<file path="src/rtl/apb_reg_slave.sv">
// apb_reg_slave
// APB completer exposing NUM_REGS 32-bit read/write registers to a peripheral.
// The setup phase latches the request. WAIT_STATES wait cycles are inserted in
// the access phase, then the transfer completes with pready.
//
// Ports:
//   s_apb_pclk_i     APB clock (only clock)
//   s_apb_presetn_i  asynchronous active-low reset
//   s_apb_psel_i     completer select
//   s_apb_penable_i  access phase
//   s_apb_pwrite_i   1 = write, 0 = read
//   s_apb_paddr_i    byte address
//   s_apb_pwdata_i   write data
//   s_apb_prdata_o   read data, zero except while pready is high
//   s_apb_pready_o   transfer complete
//   s_apb_pslverr_o  transfer error on an invalid request
//   regs_o           flattened register bank; reg i is at [32i+31:32i]
//   wr_pulse_o       one-cycle strobe per register, in the cycle after commit
//
// Optional feature:
//   APB_REG_SLAVE_SLVERR_EN  when defined, an invalid request drives pslverr
//                            during its completion cycle. Otherwise pslverr is 0.
module apb_reg_slave #(
  parameter int NUM_REGS    = 8,
  parameter int WAIT_STATES = 1,
  parameter int APB_AW      = 32,
  parameter int APB_DW      = 32
) (
  input  logic                       s_apb_pclk_i,
  input  logic                       s_apb_presetn_i,
  input  logic                       s_apb_psel_i,
  input  logic                       s_apb_penable_i,
  input  logic                       s_apb_pwrite_i,
  input  logic [APB_AW-1:0]          s_apb_paddr_i,
  input  logic [APB_DW-1:0]          s_apb_pwdata_i,
  output logic [APB_DW-1:0]          s_apb_prdata_o,
  output logic                       s_apb_pready_o,
  output logic                       s_apb_pslverr_o,
  output logic [NUM_REGS*APB_DW-1:0] regs_o,
  output logic [NUM_REGS-1:0]        wr_pulse_o
);

  localparam int         IDXW = $clog2(NUM_REGS);
  localparam logic [3:0] WS   = 4'(WAIT_STATES);

  typedef enum logic {IDLE, ACCESS} state_t;

  state_t              state_q;
  logic [3:0]          cnt_q;
  logic [APB_AW-1:0]   addr_q;
  logic                write_q;
  logic [APB_DW-1:0]   wdata_q;
  logic [APB_DW-1:0]   regs_q [NUM_REGS];
  logic [NUM_REGS-1:0] wr_pulse_q;
  logic [NUM_REGS-1:0] wr_pulse_d;

  logic [IDXW-1:0]     idx;
  logic                req_valid;
  logic                pready;
  logic                commit_wr;

  // Decode works on the latched address, so it is stable through the access phase.
  assign idx       = addr_q[IDXW+1:2];
  assign req_valid = (addr_q[1:0] == 2'b00) && ((addr_q >> (IDXW + 2)) == '0);

  assign pready    = (state_q == ACCESS) && (cnt_q == 4'd0) &&
                     s_apb_psel_i && s_apb_penable_i;
  assign commit_wr = pready && write_q && req_valid;

  // FSM: IDLE accepts a setup phase; ACCESS counts wait states and then completes.
  // Dropping psel in ACCESS aborts the transfer without committing it.
  always_ff @(posedge s_apb_pclk_i or negedge s_apb_presetn_i) begin
    if (!s_apb_presetn_i) begin
      state_q <= IDLE;
      cnt_q   <= 4'd0;
      addr_q  <= '0;
      write_q <= 1'b0;
      wdata_q <= '0;
    end else begin
      case (state_q)
        IDLE: begin
          if (s_apb_psel_i && !s_apb_penable_i) begin
            addr_q  <= s_apb_paddr_i;
            write_q <= s_apb_pwrite_i;
            wdata_q <= s_apb_pwdata_i;
            cnt_q   <= WS;
            state_q <= ACCESS;
          end
        end
        ACCESS: begin
          if (!s_apb_psel_i) begin
            state_q <= IDLE;
          end else if (cnt_q != 4'd0) begin
            cnt_q <= cnt_q - 4'd1;
          end else if (s_apb_penable_i) begin
            state_q <= IDLE;
          end
        end
        default: state_q <= IDLE;
      endcase
    end
  end

  always_comb begin
    wr_pulse_d = '0;
    if (commit_wr) wr_pulse_d[idx] = 1'b1;
  end

  always_ff @(posedge s_apb_pclk_i or negedge s_apb_presetn_i) begin
    if (!s_apb_presetn_i) begin
      for (int i = 0; i < NUM_REGS; i++) regs_q[i] <= '0;
      wr_pulse_q <= '0;
    end else begin
      if (commit_wr) regs_q[idx] <= wdata_q;
      wr_pulse_q <= wr_pulse_d;
    end
  end

  for (genvar g = 0; g < NUM_REGS; g++) begin : g_flat
    assign regs_o[g*APB_DW +: APB_DW] = regs_q[g];
  end

  assign wr_pulse_o     = wr_pulse_q;
  assign s_apb_pready_o = pready;
  assign s_apb_prdata_o = (pready && req_valid) ? regs_q[idx] : '0;

`ifdef APB_REG_SLAVE_SLVERR_EN
  assign s_apb_pslverr_o = pready && !req_valid;
`else
  assign s_apb_pslverr_o = 1'b0;
`endif

endmodule

</file>
<file path="config.mk">
export PLATFORM = sky130hd
export DESIGN_NAME = apb_reg_slave
export DESIGN_NICKNAME = d
export VERILOG_FILES = /design/src/rtl/apb_reg_slave.sv
export SDC_FILE = /design/constraint.sdc
export NUM_CORES = 1
export LEC_CHECK = 0
export ABC_AREA = 1
export BUFFER_PORTS_ARGS = -buffer_cell sky130_fd_sc_hd__buf_2
export CORE_UTILIZATION = 40
export DETAILED_ROUTE_END_ITERATION = 16
export GPL_ROUTABILITY_DRIVEN = 0
export HOLD_SLACK_MARGIN = 0.05
export PLACE_DENSITY = 0.7
export SYNTH_ARGS = -nofsm -noshare
export SYNTH_HDL_FRONTEND = slang
export SYNTH_SLANG_ARGS = --single-unit
</file>
<file path="constraint.sdc">
create_clock -name s_apb_pclk_i -period 2.4 [get_ports s_apb_pclk_i]
set_input_delay 0.48 -clock s_apb_pclk_i [delete_from_list [all_inputs] [get_ports s_apb_pclk_i]]
set_output_delay 0.48 -clock s_apb_pclk_i [all_outputs]
set_load 0.03 [all_outputs]
</file>
==> impl_metrics.env, run 1 <==
export IMPL_routed_wl_mm=62.9
export IMPL_rows=70
export IMPL_clkTransAtPathRegs_ps=60
export IMPL_power_mw=16.1
export IMPL_ys_seq_area_frac=0.551
export IMPL_setup_slack_ps=-203
export IMPL_vias=15600
export IMPL_antenna_found_initial=0
export IMPL_dp_hpwl_mm=38.7
export IMPL_layout_common_cells="nand2_1, buf_2, dfrtp_1"
export IMPL_placed_cells=2594
export IMPL_yosys_warnings=0
export IMPL_synth_area_um2=15200
export IMPL_cts_sinks=334
export IMPL_antenna_cells=0
export IMPL_slowest_delay_ps=450
export IMPL_yosys_area_top_type="dfrtp_1"
export IMPL_crit_path_end_kind="output pin"
export IMPL_fin_area_um2=20300
export IMPL_dr_pass1_iters=5
export IMPL_finalHoldViolations=0
export IMPL_synth_top_area_share=0.551
export IMPL_cp_max_fo=6
export IMPL_cts_htree_levels=2
export IMPL_fin_crit_sh=1.08
export IMPL_wl_met1_mm=24.8
export IMPL_design_core_area_um2=37000
export IMPL_yosys_top_cells_area="dfrtp_1, nand2_1, nand4_1, o22ai_1, clkbuf_1"
export IMPL_start_kind="flop"
export IMPL_drive_above_1_share=0.291
export IMPL_syn_nets=1902
export IMPL_first_global_vias=14700
export IMPL_path_class="reg2out"
export IMPL_ant_nets=0
export IMPL_ir_drop_mv=0.571
export IMPL_io_pins=367
export IMPL_cts_root_buffer="clkbuf_16"
export IMPL_track_usage=0.312
export IMPL_power_leakage_nw=11.5
export IMPL_maxCapViolCount=0
export IMPL_crit_required_ps=1920
export IMPL_crit_family="simple AND/OR/NAND/NOR gates"
export IMPL_top_layer_used="met4"
export IMPL_tightestPinTransition_ps=566
export IMPL_cts_buffer_depth=3
export IMPL_wl_met3_mm=6.51
export IMPL_violations="negative setup slack"
export IMPL_grt_max_degree=129
export IMPL_synth_cell_types=24
export IMPL_insertion_delay_ps=530
export IMPL_grt_pass1_wl_mm=91.7
export IMPL_nNetsFinal=2238
export IMPL_dr_wl_met2_mm=29.1
export IMPL_die_area_um2=38700
export IMPL_placed_area_um2=17800
export IMPL_stdcell_count=2701
export IMPL_fin_skew_ps=24.1
export IMPL_drc=0
export IMPL_setup_viol=32
export IMPL_port_buffers=365
export IMPL_routed_via_density=5.78
export IMPL_slowest_stage="dfrtp_2"
export IMPL_status="complete, but fails checks"
export IMPL_path_common_cell="buf_6"
export IMPL_final_common_cell="nand2_1"
export IMPL_initial_core_util=0.410
export IMPL_drtIter0Drc=1682
export IMPL_syn2layout_area_growth_pct=33.7
export IMPL_synthCells=1832
export IMPL_syn_area_per_cell_um2=8.27
export IMPL_slew_headroom=0.623
export IMPL_cts_tree="yes"
export IMPL_period_needed_ps=2600
export IMPL_fp_dieH_um=197
export IMPL_die_w_um=197
export IMPL_path_buf_inv=3
export IMPL_rsz0062_at_grt="yes"
export IMPL_wl_per_cell_um=23.3
export IMPL_cts_buffers=37
export IMPL_clock_fmax_mhz=384
export IMPL_path_cells="buf_6 -> nand3_4 -> buf_12 -> o22ai_1 -> nor2_1 -> nand3_1 -> nor2_2 -> buf_6"
export IMPL_ys_ff_latch=334
export IMPL_worst_ep_arrival_time_ps=2120
export IMPL_final_max_slew_violation_count=0
export IMPL_power_density_nw_per_um2=793
export IMPL_hp_class="in2reg"
export IMPL_overflow=0
through the flow:
stage	hold slack [ps]	util	setup TNS (ps)	setup slack (ps)
final	150	0.548	-4660	-203
after global routing	160	0.548	-7160	-305
after CTS	143	0.533	-4910	-202
after detailed placement	452	0.481	0	141
after global placement	447	0.481	0	128
after floorplan	184	-	0	12.8
sequential cells by signal, summed over array words and instances (netlist names):
signal,flops
addr_q,32
cnt_q,4
regs_o,256
state_q,1
wdata_q,32
wr_pulse_o,8
write_q,1
where the power goes:
group          leakage [nW]  switching, mW  internal, mW
sequential             4.56          0.537          5.94
clock                 0.635           2.37          3.54
combinational          6.27           2.29          1.38
area by class of cell:
class / instances / area [um2]
flip-flops and latches: 334 / 8360
clock inverters: 15 / 154
multi-input cells: 1281 / 6390
repair buffers: 476 / 3470
inverters: 38 / 160
fillers: 3436 / 16700
clock buffers: 53 / 1110
well taps: 504 / 631
layer usage:
layer  global-route usage  vias up
li1                     -     6880
met1                0.426     7515
met2                0.486     1051
met3               0.0664      167
met4                0.123        0
met5                    0        -
tightest hold or removal path: stages:
cell and delay [ps]:
buf_2 70, nand2_1 40, nand2_1 50
cell usage after synthesis:
library cell and instances:
conb_1 1, or2_1 1, buf_1 2, nand3_1 26, nand4_1 256, inv_2 3
o21ai_0 10, inv_1 31, nor2_1 105, a21oi_1 4, o22ai_1 114, nor3_1 3
nor3b_2 1, ha_1 1, dfrtp_1 334, clkinv_1 4, o22a_1 10, clkbuf_1 112
buf_6 1, buf_4 8, nor2_2 1, nand3_2 3, nand2_1 745, buf_2 56
worst paths after layout:
kind / cells after the start / endpoint / from / slack [ps]
max: 8 / s_apb_prdata_o[5] / addr_q[2]$_DFFE_PN0P_ / -200
min: 3 / wdata_q[4]$_DFFE_PN0P_ / s_apb_pwdata_i[4] / 150
max reg2reg: 9 / regs_o[55]$_DFFE_PN0P_ / addr_q[3]$_DFFE_PN0P_ / 140
min reg2reg: 2 / addr_q[9]$_DFFE_PN0P_ / addr_q[9]$_DFFE_PN0P_ / 460
max in group asynchronous: 3 / regs_o[44]$_DFFE_PN0P_ / s_apb_presetn_i / 1180
min in group asynchronous: 2 / wr_pulse_o[1]$_DFF_PN0_ / s_apb_presetn_i / 490
logic make-up after synthesis:
| family | after synthesis | synth area share |
|---|---|---|
| DFF | 334 | 0.551 |
| and+or+nand+nor | 1141 | 0.329 |
| buffers and inverters | 217 | 0.0608 |
| adders and majority gates | 1 | 0.000825 |
| AOI/OAI and AO/OA | 138 | 0.0574 |
| other | 1 | 0.000247 |
repair_timing:
action                     in CTS  in global routing
gates cloned                    5                  8
pin swaps                      18                 53
hold buffers                    1                  0
resized for setup              90                 89
buffers inserted               15                 14
hold endpoints to repair       46                  0
setup endpoints to repair      32                 40
Power figures use the tool's default switching activity.
==> run 2: changes to the inputs <==
==> constraint.sdc (replaced) <==
create_clock -name s_apb_pclk_i -period 2.4 [get_ports s_apb_pclk_i]
set_input_delay 0.48 -clock s_apb_pclk_i [delete_from_list [all_inputs] [get_ports s_apb_pclk_i]]
set_output_delay 0.48 -clock s_apb_pclk_i [all_outputs]
set_load 0.05 [all_outputs]
==> run 2 against run 1 <==
  * The run still ends with negative setup slack left
  * Fmax decreased by 2.0%
  * Final cell count decreased by 1.2%
  * Clock power decreased by 1%
  * Non-clock buffer count decreased by 30
  * Register-to-register slack improved by 30 ps
  * Combinational power decreased by 11%
  * Setup slack got worse by 54 ps
  * Wire length decreased by 4.5%
  * Clock-buffer cell count increased by 8
  * Total power decreased by 3.0%
  * Via count decreased by 1.8%
  * Critical path type unchanged
  * Critical endpoint is now s_apb_prdata_o[23]
  * Largest cell class unchanged
  * Largest power group unchanged
==> impl_metrics.env, run 2 (synthesis results as in run 1) <==
export IMPL_status="complete, but fails checks"
export IMPL_violations="negative setup slack"
export IMPL_slowest_delay_ps=440
export IMPL_cts_root_buffer="clkbuf_16"
export IMPL_hp_class="in2reg"
export IMPL_reg2reg_to="regs_o[227]$_DFFE_PN0P_"
export IMPL_clock_fmax_mhz=376
export IMPL_start_kind="flop"
export IMPL_fillerInstances=3434
export IMPL_final_max_slew_violation_count=0
export IMPL_tightestPinTransition_ps=676
export IMPL_drtIter0Drc=1631
export IMPL_worst_ep_arrival_time_ps=2180
export IMPL_dp_hpwl_mm=38.9
export IMPL_rsz0062_at_grt="yes"
export IMPL_insertion_delay_ps=520
export IMPL_antenna_cells=0
export IMPL_finalHoldViolations=0
export IMPL_fin_skew_ps=16.3
export IMPL_first_global_vias=14900
export IMPL_slowest_stage="dfrtp_2"
export IMPL_power_leakage_nw=11.1
export IMPL_largest_reg_flops=256
export IMPL_placed_cells=2596
export IMPL_overflow=0
export IMPL_vias=15300
export IMPL_grt_pass1_wl_mm=90.9
export IMPL_ant_nets=0
export IMPL_nNetsFinal=2209
export IMPL_cts_buffer_depth=3
export IMPL_layout_common_cells="nand2_1, buf_2, dfrtp_1"
export IMPL_regToRegStartpoint="cnt_q[0]$_DFFE_PN0P_"
export IMPL_io_pins=367
export IMPL_critPathLaunch="addr_q[3]$_DFFE_PN0P_"
export IMPL_cts_sinks=334
export IMPL_setup_viol=32
export IMPL_fp_dieH_um=197
export IMPL_die_w_um=197
export IMPL_cts_buffers=38
export IMPL_track_usage=0.309
export IMPL_rrSetupSlack_ps=170
export IMPL_wl_per_cell_um=22.5
export IMPL_drive_above_1_share=0.266
export IMPL_crit_required_ps=1920
export IMPL_cp_max_fo=14
export IMPL_power_density_nw_per_um2=787
export IMPL_routed_via_density=5.74
export IMPL_antenna_found_initial=0
export IMPL_design_core_area_um2=37000
export IMPL_port_buffers=365
export IMPL_clkTransAtPathRegs_ps=60
export IMPL_routed_wl_mm=60.0
export IMPL_crit_path_end_kind="output pin"
export IMPL_holdWs_ps=154
export IMPL_path_class="reg2out"
export IMPL_fin_crit_sh=1.11
export IMPL_initial_core_util=0.410
export IMPL_crit_path_end="s_apb_prdata_o[23]"
export IMPL_maxCapViolCount=0
export IMPL_ir_drop_mv=0.508
export IMPL_r2r_cells=10
export IMPL_syn2layout_area_growth_pct=30.7
export IMPL_dr_pass1_iters=5
export IMPL_final_common_cell="nand2_1"
export IMPL_period_needed_ps=2660
export IMPL_drc=0
export IMPL_cts_htree_levels=2
export IMPL_power_mw=15.6
export IMPL_grt_max_degree=105
export IMPL_setup_slack_ps=-257
export IMPL_cts_tree="yes"
export IMPL_stdcell_count=2669
export IMPL_die_area_um2=38700
export IMPL_path_cells="buf_4 -> nand3_2 -> buf_12 -> o22ai_1 -> nor2_1 -> nand3_1 -> nor2_4 -> buf_8"
export IMPL_slew_headroom=0.549
export IMPL_rows=70
[run 2: cell types whose count changed in the layout (fill, tap and decap cells not counted), moves of 12 or more]
cell	before	now
buf_8	2	14
o22ai_1	86	111
o22ai_2	20	3
nor2_4	6	34
nor2_2	24	1
buf_4	69	42
[run 2: timing repair]
action	CTS	global route
buffers inserted	3	2
gates cloned	1	0
gates resized for setup	81	19
hold buffers	1	0
pin swaps	4	3
endpoints found under the hold margin	47	0
setup endpoints to repair	33	52
[run 2: metrics by stage]
stage / util / area [um2] / worst slack [ps] / setup TNS [ps]
floorplan: - / 15400 / 33.0 / 0
global placement: 0.491 / 18100 / 97.0 / 0
detailed placement: 0.491 / 18100 / 79.4 / 0
CTS: 0.534 / 19700 / -242 / -6470
global route: 0.536 / 19800 / -316 / -9460
finish: 0.536 / 19800 / -257 / -6360
[run 2: worst min path at each step]
stage | start | to | slack [ps] | cells after the start
after global placement | addr_q[10]$_DFFE_PN0P_ | addr_q[10]$_DFFE_PN0P_ | 450 | 2
after global routing | s_apb_paddr_i[26] | addr_q[26]$_DFFE_PN0P_ | 150 | 3
final | s_apb_paddr_i[27] | addr_q[27]$_DFFE_PN0P_ | 150 | 3
after floorplan | s_apb_presetn_i | addr_q[0]$_DFFE_PN0P_ | 180 | 0
after detailed placement | addr_q[7]$_DFFE_PN0P_ | addr_q[7]$_DFFE_PN0P_ | 460 | 2
after CTS | s_apb_paddr_i[27] | addr_q[27]$_DFFE_PN0P_ | 140 | 3
[run 2: cell type report]
| cell class | count | area [um2] | share of cell area |
|---|---|---|---|
| inverters | 38 | 145 | 0.00733 |
| multi-input cells | 1281 | 6270 | 0.317 |
| repair buffers | 446 | 3140 | 0.159 |
| clock buffers | 61 | 1180 | 0.0596 |
| clock inverters | 5 | 75.1 | 0.00379 |
| well taps | 504 | 631 | 0.0318 |
| flip-flops and latches | 334 | 8360 | 0.422 |
[run 2: worst max-delay path, delay by kind of cell (launching register included)]
kind / cells / cell delay, ps
AO/OA/AOI/OAI: 1 / 100
AND/OR/NAND/NOR: 4 / 600
flip-flops: 1 / 440
buffers and inverters: 3 / 500
[run 2: metal layers]
layer,wire (um),track usage
met1,24000,0.416
met2,27900,0.491
met3,5830,0.0633
met4,2280,0.121
met5,0,0
[run 2: report_power, final]
| part | switching [mW] | total, mW | internal (mW) |
|---|---|---|---|
| clock | 2.29 | 5.86 | 3.57 |
| combinational | 2.19 | 3.26 | 1.07 |
| sequential | 0.536 | 6.48 | 5.94 |
==> run 3: changes to the inputs <==
--- a/config.mk
+++ b/config.mk
@@ -8,10 +8,11 @@
 export ABC_AREA = 1
 export BUFFER_PORTS_ARGS = -buffer_cell sky130_fd_sc_hd__buf_2
 export CORE_UTILIZATION = 40
+export CTS_BUF_LIST = sky130_fd_sc_hd__clkbuf_8
 export DETAILED_ROUTE_END_ITERATION = 16
 export GPL_ROUTABILITY_DRIVEN = 0
 export HOLD_SLACK_MARGIN = 0.05
-export PLACE_DENSITY = 0.7
+export PLACE_DENSITY = 0.61
 export SYNTH_ARGS = -nofsm -noshare
 export SYNTH_HDL_FRONTEND = slang
 export SYNTH_SLANG_ARGS = --single-unit
==> run 3 against run 2 <==
  * The run still ends with negative setup slack left
  * Critical path depth stayed put
  * Non-clock buffer count is 57 higher
  * First-iteration DRC count is 7.7% lower
  * Clock-buffer cell count is 7 higher
  * Fmax is 2.8% lower
  * Via count is 1.4% higher
  * Global-route usage is 0.71 points higher
  * Total power is 4.2% lower
  * Wire length is 3.2% higher
  * Sequential share of layout area is 1.0 points lower
  * Final cell count is 3.5% higher
  * Register-to-register slack better by 40 ps
==> impl_metrics.env, run 3 (synthesis results as in run 1) <==
export IMPL_top_layer_used="met4"
export IMPL_fin_skew_ps=23.6
export IMPL_fin_area_um2=20300
export IMPL_drc=0
export IMPL_routed_via_density=5.63
export IMPL_power_leakage_nw=11.5
export IMPL_reg2reg_to="regs_o[189]$_DFFE_PN0P_"
export IMPL_worst_ep_arrival_time_ps=2250
export IMPL_grt_max_degree=147
export IMPL_rsz0062_at_grt="yes"
export IMPL_drtIter0Drc=1505
export IMPL_ant_nets=0
export IMPL_fin_crit_sh=1.14
export IMPL_grt_pass1_wl_mm=92.8
export IMPL_largest_reg_flops=256
export IMPL_io_pins=367
export IMPL_wl_met1_mm=25.4
export IMPL_nNetsFinal=2284
export IMPL_layout_common_cells="nand2_1, dfrtp_1, buf_2"
export IMPL_antenna_cells=0
export IMPL_overflow=0
export IMPL_regToRegStartpoint="cnt_q[0]$_DFFE_PN0P_"
export IMPL_clock_fmax_mhz=366
export IMPL_rows=70
export IMPL_routed_wl_mm=61.9
export IMPL_finalHoldViolations=0
export IMPL_cts_sinks=334
export IMPL_clkTransAtPathRegs_ps=60
export IMPL_cts_buffers=56
export IMPL_slowest_delay_ps=410
export IMPL_slew_headroom=0.599
export IMPL_track_usage=0.316
export IMPL_die_w_um=197
export IMPL_rrSetupSlack_ps=210
export IMPL_path_class="reg2out"
export IMPL_path_cells="buf_4 -> nand3_2 -> buf_12 -> o22ai_1 -> nor2_1 -> nand3_1 -> nor2_4 -> buf_6"
export IMPL_min_to="wdata_q[19]$_DFFE_PN0P_"
export IMPL_violations="negative setup slack"
export IMPL_hold_start="s_apb_pwdata_i[19]"
export IMPL_drive_above_1_share=0.268
export IMPL_vias=15600
export IMPL_crit_required_ps=1920
export IMPL_path_buf_inv=3
export IMPL_r2r_cells=10
export IMPL_stdcell_count=2762
export IMPL_wl_per_cell_um=22.4
export IMPL_final_common_cell="nand2_1"
export IMPL_first_global_vias=15100
export IMPL_cts_htree_levels=2
export IMPL_cts_tree="yes"
export IMPL_dr_wl_met2_mm=28.7
export IMPL_die_area_um2=38700
export IMPL_cp_max_fo=18
export IMPL_placed_cells=2595
export IMPL_hold_depth=3
export IMPL_period_needed_ps=2730
export IMPL_placed_area_um2=18100
export IMPL_crit_family="simple AND/OR/NAND/NOR gates"
export IMPL_cts_buffer_depth=3
export IMPL_holdWs_ps=76.4
export IMPL_setup_slack_ps=-332
export IMPL_insertion_delay_ps=650
export IMPL_power_density_nw_per_um2=736
export IMPL_tightestPinTransition_ps=602
export IMPL_fp_dieH_um=197
export IMPL_initial_core_util=0.410
export IMPL_hp_class="in2reg"
export IMPL_dp_hpwl_mm=38.4
export IMPL_slowest_stage="dfrtp_1"
export IMPL_maxCapViolCount=0
export IMPL_start_kind="flop"
export IMPL_design_core_area_um2=37000
export IMPL_setup_viol=32
export IMPL_wl_met3_mm=5.73
export IMPL_syn2layout_area_growth_pct=33.9
export IMPL_cts_root_buffer="clkbuf_8"
export IMPL_status="complete, but fails checks"
export IMPL_port_buffers=365
export IMPL_antenna_found_initial=0
export IMPL_final_max_slew_violation_count=0
export IMPL_ir_drop_mv=0.403
export IMPL_crit_path_end_kind="output pin"
export IMPL_dr_pass1_iters=5
-- run 3: cell types whose count changed in the layout (fill, tap and decap cells not counted), sizes merged --
| cell | change |
|---|---|
| clkinvlp | +2 |
| bufbuf | -1 |
| dlygate4sd3 | +56 |
| clkinv | +4 |
| inv | +24 |
| clkbuf | +9 |
| bufinv | -1 |
-- run 3: through the flow --
step           utilization  TNS, ps  setup slack (ps)  total power [mW]
3_5_place_dp         0.489        0               122              9.59
6_report             0.549    -9080              -332              14.9
4_1_cts              0.545    -9900              -364              14.8
3_3_place_gp         0.489        0               106              9.52
2_1_floorplan            -        0              33.0              8.24
5_1_grt              0.549   -12410              -429              15.6
-- run 3: worst register-to-register path: cells and delay by family, from the launching register on --
| family | cells | cell delay (ps) |
|---|---|---|
| buf+inv | 4 | 830 |
| simple gates | 5 | 700 |
| fa+ha+maj | 1 | 170 |
| flops | 1 | 360 |
-- run 3: what timing repair did --
action,in CTS,in global routing
cloned,1,2
pin swaps,6,6
endpoints found under the hold margin,95,0
gates resized for setup,90,20
hold buffers,57,0
setup endpoints to repair,32,84
buffers inserted,3,2
-- run 3: where the power goes --
group | total (mW) | switching [mW] | internal [mW]
registers | 6.47 | 0.526 | 5.94
clock network | 5.04 | 2.38 | 2.66
logic | 3.43 | 2.26 | 1.17
-- run 3: how the worst max path moves through the flow --
stage                                   endpoint  depth (start not counted)                   start
final                          s_apb_prdata_o[7]                          8   addr_q[2]$_DFFE_PN0P_
after global routing           s_apb_prdata_o[1]                          9   addr_q[3]$_DFFE_PN0P_
after CTS                      s_apb_prdata_o[7]                          8   addr_q[3]$_DFFE_PN0P_
after detailed placement  regs_o[71]$_DFFE_PN0P_                          9  addr_q[28]$_DFFE_PN0P_
after global placement    regs_o[78]$_DFFE_PN0P_                          9  addr_q[28]$_DFFE_PN0P_
after floorplan                s_apb_prdata_o[0]                          7    cnt_q[0]$_DFFE_PN0P_
-- run 3: cell type report --
class	instances	area, um2
well taps	504	631
clock inverters	34	174
multi-input cells	1281	6310
clock buffers	68	936
inverters	38	148
flip-flops and latches	334	8360
fillers	3455	16700
repair buffers	503	3750
-- run 3: per-layer routing --
metal  vias to the layer above  track usage
li1                       6962            -
met1                      7579        0.428
met2                       883        0.499
met3                       128       0.0578
met4                         0        0.136
met5                         -            0
